[src/rtl/piso_shift_tx_pkg.sv]
// Shared definitions for the parallel-in/serial-out transmitter:
// state encodings, default word length and the counter-width helper.
package piso_shift_tx_pkg;

  // Two-state controller: waiting for a word, or streaming one out.
  typedef enum logic {
    ST_IDLE  = 1'b0,
    ST_SHIFT = 1'b1
  } state_e;

  // Default word length; the matching SIPO receiver uses the same value.
  localparam int DEFAULT_WIDTH = 4;

  // Bit-counter width; guarded so a degenerate width still yields one bit.
  function automatic int cnt_w(input int width);
    return (width < 2) ? 1 : $clog2(width);
  endfunction

endpackage

[src/rtl/piso_shift_tx.sv]
// Parallel-in/serial-out transmitter. Accepts a WIDTH-bit word on a
// LOAD/READY handshake and drives it one bit per enabled clock edge on Q,
// with Q_VALID/LAST framing and back-to-back reload without an idle gap.
//
// Handshake: a word is accepted at a rising CLK edge where LOAD && READY.
// READY is combinational and true in IDLE, or in SHIFT on the final bit
// when EN is high (the word completes on that same edge). LOAD while READY
// is low is dropped; DIN is only sampled on the accept edge.
//
// BUSY is the state flop itself (1 = SHIFT) and doubles as the FSM view.
module piso_shift_tx
  import piso_shift_tx_pkg::*;
#(
  parameter int WIDTH     = DEFAULT_WIDTH,
  parameter bit MSB_FIRST = 1'b1
) (
  input  logic             CLK,
  input  logic             RST,
  input  logic [WIDTH-1:0] DIN,
  input  logic             LOAD,
  output logic             READY,
  input  logic             EN,
  output logic             Q,
  output logic             Q_VALID,
  output logic             LAST,
  output logic             BUSY
);

  localparam int CNT_W = cnt_w(WIDTH);
  localparam logic [CNT_W-1:0] CNT_LAST = CNT_W'(WIDTH - 1);

  state_e           state_q, state_d;
  logic [WIDTH-1:0] shreg_q, shreg_d;
  logic [CNT_W-1:0] cnt_q,   cnt_d;
  logic             q_q,     q_d;

  logic             at_last;
  logic             ready_int;

  // Head of the shift register: the bit that goes on the wire next.
  function automatic logic head_bit(input logic [WIDTH-1:0] v);
    return MSB_FIRST ? v[WIDTH-1] : v[0];
  endfunction

  // Move the register one place toward the head, zero-filling the tail.
  function automatic logic [WIDTH-1:0] shift_once(input logic [WIDTH-1:0] v);
    return MSB_FIRST ? (v << 1) : (v >> 1);
  endfunction

  // State register: every flop of the block, reset has top priority.
  always_ff @(posedge CLK) begin
    if (RST) begin
      state_q <= ST_IDLE;
      shreg_q <= '0;
      cnt_q   <= '0;
      q_q     <= 1'b0;
    end else begin
      state_q <= state_d;
      shreg_q <= shreg_d;
      cnt_q   <= cnt_d;
      q_q     <= q_d;
    end
  end

  assign at_last   = (state_q == ST_SHIFT) && (cnt_q == CNT_LAST);
  assign ready_int = (state_q == ST_IDLE) || (at_last && EN);

  // Next-state and datapath: accept, shift, complete or reload.
  always_comb begin
    state_d = state_q;
    shreg_d = shreg_q;
    cnt_d   = cnt_q;
    unique case (state_q)
      ST_IDLE: begin
        if (LOAD) begin
          state_d = ST_SHIFT;
          shreg_d = DIN;
          cnt_d   = '0;
        end
      end
      ST_SHIFT: begin
        if (EN) begin
          if (cnt_q == CNT_LAST) begin
            if (LOAD) begin
              // Reload on the final edge: next word starts with no bubble.
              shreg_d = DIN;
              cnt_d   = '0;
            end else begin
              state_d = ST_IDLE;
              shreg_d = '0;
              cnt_d   = '0;
            end
          end else begin
            shreg_d = shift_once(shreg_q);
            cnt_d   = cnt_q + 1'b1;
          end
        end
      end
      default: begin
        state_d = ST_IDLE;
      end
    endcase
    // Q is registered: it presents the head of the register being loaded.
    q_d = (state_d == ST_SHIFT) ? head_bit(shreg_d) : 1'b0;
  end

  // Output decode from the registered state.
  assign READY   = ready_int;
  assign LAST    = at_last;
  assign BUSY    = (state_q == ST_SHIFT);
  assign Q_VALID = (state_q == ST_SHIFT);
  assign Q       = q_q;

endmodule

[config.mk]
export PLATFORM = sky130hd
export DESIGN_NAME = piso_shift_tx
export DESIGN_NICKNAME = d
export VERILOG_FILES = /design/src/rtl/piso_shift_tx_pkg.sv /design/src/rtl/piso_shift_tx.sv
export SDC_FILE = /design/constraint.sdc
export NUM_CORES = 1
export LEC_CHECK = 0
export CORE_AREA = 2 2 39 41
export CTS_CLUSTER_SIZE = 20
export DETAILED_ROUTE_END_ITERATION = 10
export DIE_AREA = 0 0 41 43
export GPL_TIMING_DRIVEN = 0
export SYNTH_ARGS = -nofsm -noshare
export SYNTH_HDL_FRONTEND = slang
export SYNTH_SLANG_ARGS = --single-unit
[constraint.sdc]
create_clock -name CLK -period 1.9 [get_ports CLK]
set_clock_uncertainty 0.2 [all_clocks]
set_input_delay 0.38 -clock CLK [delete_from_list [all_inputs] [get_ports CLK]]
set_output_delay 0.38 -clock CLK [all_outputs]
set_load 0.02 [all_outputs]
==> flow_summary.toml <==
[outcome]
status = "finished clean"

[route]
ant_nets = 0
drt_wl_total_um = 976
drtIter0Drc = 7
wl_per_cell_um = 11.3
vias = 441
viasPerCell = 5.13
drc = 0
first_pass_iters = 4

[global_routing]
grt.total_usage_pct = 13.9
grt_antenna_before_repair = 0
grt_pass1_vias = 373
grt_first_pass_wirelength_um = 1600
overflow = 0
grt_max_degree = 11

[logic_synthesis]
yosysSeqAreaShare_pct = 34.5
ys.flop_type = "dfxtp_1"
synth.avg_cell_area_um2 = 8.29
yosys-top-cells-area = "dfxtp_1 35%, a21oi_1 7.5%, ha_1 5.4%, buf_4 4.9%, mux2_2 4.9%"
synth_top_area_cell = "dfxtp_1"
syn_area_um2 = 464
synth_compound_area_share_pct = 21.3
synth_nets = 66
synth_top_family_by_area = "simple AND/OR/NAND/NOR gates"
yosys.area.top_type_share_pct = 34.5
async_flop_share_pct = 0
syn-instance-count = 56
synthSimpleGateAreaFrac_pct = 21.3
synth-seq-cells = 8
synth_fa_ha_area_share_pct = 5.39
ys_warn_count = 0
yosys.area_share.xor_xnor_pct = 0
muxShareOfSynthArea_pct = 7.01
ys_types = 25
synth-edff-count = 0

[worst_setup_path]
crit_chain = "clkdlybuf4s50_1"
worstSetupEndpointType = "output pin"
crit_fanout = 6
criticalPathCategory = "reg2out"
timing.critical_path.buf_inv = 1
critPathRequiredTime_ns = 1.32
cp_slowest_cell = "clkdlybuf4s50_1"
arrival_ns = 1.23
max_stage_delay_ns = 0.61
cp_top_family = "buffers and inverters"
start_kind = "flip-flop"

[finish]
multi_input_area_um2 = 268
fill_cells = 159
syn_to_final_growth_pct = 35.3
design_area_um2 = 628
fin_nets = 82
instances_no_fill = 86
antenna_cells = 0
layout-drive-gt1-share_pct = 22.9
final-seq-area_um2 = 164

[die]
die_w_um = 41
placementRows = 14
io_pins = 13
die_y_um = 43
core_area_mm2 = 0.00138
dieArea_mm2 = 0.00176
start_util_pct = 33.5

[sta]
hold_slack_ns = 0.229
fmax_ghz = 0.553
setup_violations = 0
slew_headroom_pct = 84.0
finalHoldViolCount = 0
fin_crit_sh_pct = 95.1
fin_crit_ns = 1.81
rsz0062_at_grt = "no"
tightest_slew_ns = 0.238
fin_tns_setup_ns = 0
final_max_slew_viol_count = 0

[power_and_ir_drop]
ir_drop_mv = 0.384
p_leak_nw = 0.251
total_power_uw = 412
power_density_mw_per_mm2 = 655

[clock_tree]
root_buffer = "clkbuf_4"
clk_pin_slew_ns = 0.05
htreeDepth = 1
tritoncts.num_buffers = 3
cts_tree = "built"
clock_sinks = 8
cts_setup_buffers = 0
clk-insertion-delay-late_ns = 0.26
cts.path.max_buffers = 2

[place]
io_buffers = 11
place_hpwl_um = 717
dp_cells = 83
place_area_um2 = 594
place_congestion = 0.665

[flow_run]
drv_cap = 0

[worst_hold_path]
hold_class = "in2reg"
[cell usage in the layout (no fill, tap or decap)]
master           synthesis  routed
clkdlybuf4s50_1          0       8
a21oi_1                  7       7
nand2_1                  6       6
dfxtp_1                  8       5
nor2_1                   4       4
dfxtp_2                  0       3
buf_4                    3       3
inv_1                    3       3
clkbuf_4                 0       3
nand3_1                  2       2
nand2b_1                 2       2
mux2_2                   2       2
o221ai_1                 2       2
nand4_1                  2       2
inv_2                    1       1
buf_6                    1       1
and3b_1                  1       1
nor2b_1                  1       1
nor3_1                   1       1
o21ai_0                  1       1
mux2i_1                  1       1
a32oi_1                  1       1
o31ai_1                  1       1
a41oi_1                  1       1
or3_1                    1       1
a22o_1                   1       1
a211oi_1                 1       1
ha_4                     0       1
ha_1                     2       1
dlygate4sd2_1            0       1
clkdlybuf4s15_2          0       1
buf_2                    0       1
[worst paths after layout]
check	from	endpoint	slack, ns	depth (start not counted)
setup reg to reg	cnt_q[0]	Q	0.49	4
hold / removal	EN	cnt_q[1]	0.23	3
hold reg to reg	cnt_q[0]	cnt_q[0]	0.30	2
setup / recovery	BUSY	BUSY	0.09	1
[sequential cells by signal, summed over array words and instances, names as in the netlist]
signal / flops
cnt_q: 2
Q: 1
BUSY: 1
shreg_q: 4
[per-layer routing]
metal  global-route usage (%)  part of all wire [%]  vias to the layer above
met5                        0                     0                        -
met4                     6.00                   1.0                        0
met3                     9.42                   7.0                        3
met2                     17.8                    45                       10
met1                     17.4                    46                      193
li1                         -                     -                      235
[repair_timing]
item | CTS | global route
hold buffers | 0 | 0
endpoints found under the setup margin | 3 | 3
resized for setup | 9 | 4
[stage by stage]
step / utilization (%) / setup slack [ns]
3_3_place_gp: 42.9 / -0.153
2_1_floorplan: - / 0.279
6_report: 45.4 / 0.0923
4_1_cts: 45.6 / 0.00421
5_1_grt: 45.4 / 0.0293
3_5_place_dp: 42.9 / -0.158
[logic make-up after synthesis]
logic type                 after synthesis
AOI/OAI and AO/OA                       15
adders and majority gates                2
buffers and inverters                    8
DFF                                      8
muxes                                    3
and+or+nand+nor                         20
[area by class of cell]
class | instances | share of cell area [%]
repair buffers | 11 | 16.7
clock buffers | 3 | 3.59
flip-flops and latches | 8 | 26.1
plain buffers | 4 | 5.38
inverters | 4 | 2.39
multi-input cells | 40 | 42.6
well taps | 16 | 3.19
[power by group]
group / internal [mW] / switching [mW]
Combinational: 0.0460 / 0.0405
Sequential: 0.180 / 0.00843
Clock: 0.0727 / 0.0636
Total: 0.299 / 0.113
[Yosys cell counts, types with 2 or more instances]
| cell type | number |
|---|---|
| nor2_1 | 4 |
| mux2_2 | 2 |
| a21oi_1 | 7 |
| o221ai_1 | 2 |
| dfxtp_1 | 8 |
| nand3_1 | 2 |
| nand2b_1 | 2 |
| nand4_1 | 2 |
| nand2_1 | 6 |
| ha_1 | 2 |
| buf_4 | 3 |
| inv_1 | 3 |
Note: power is estimated with default switching activity, not from simulation.
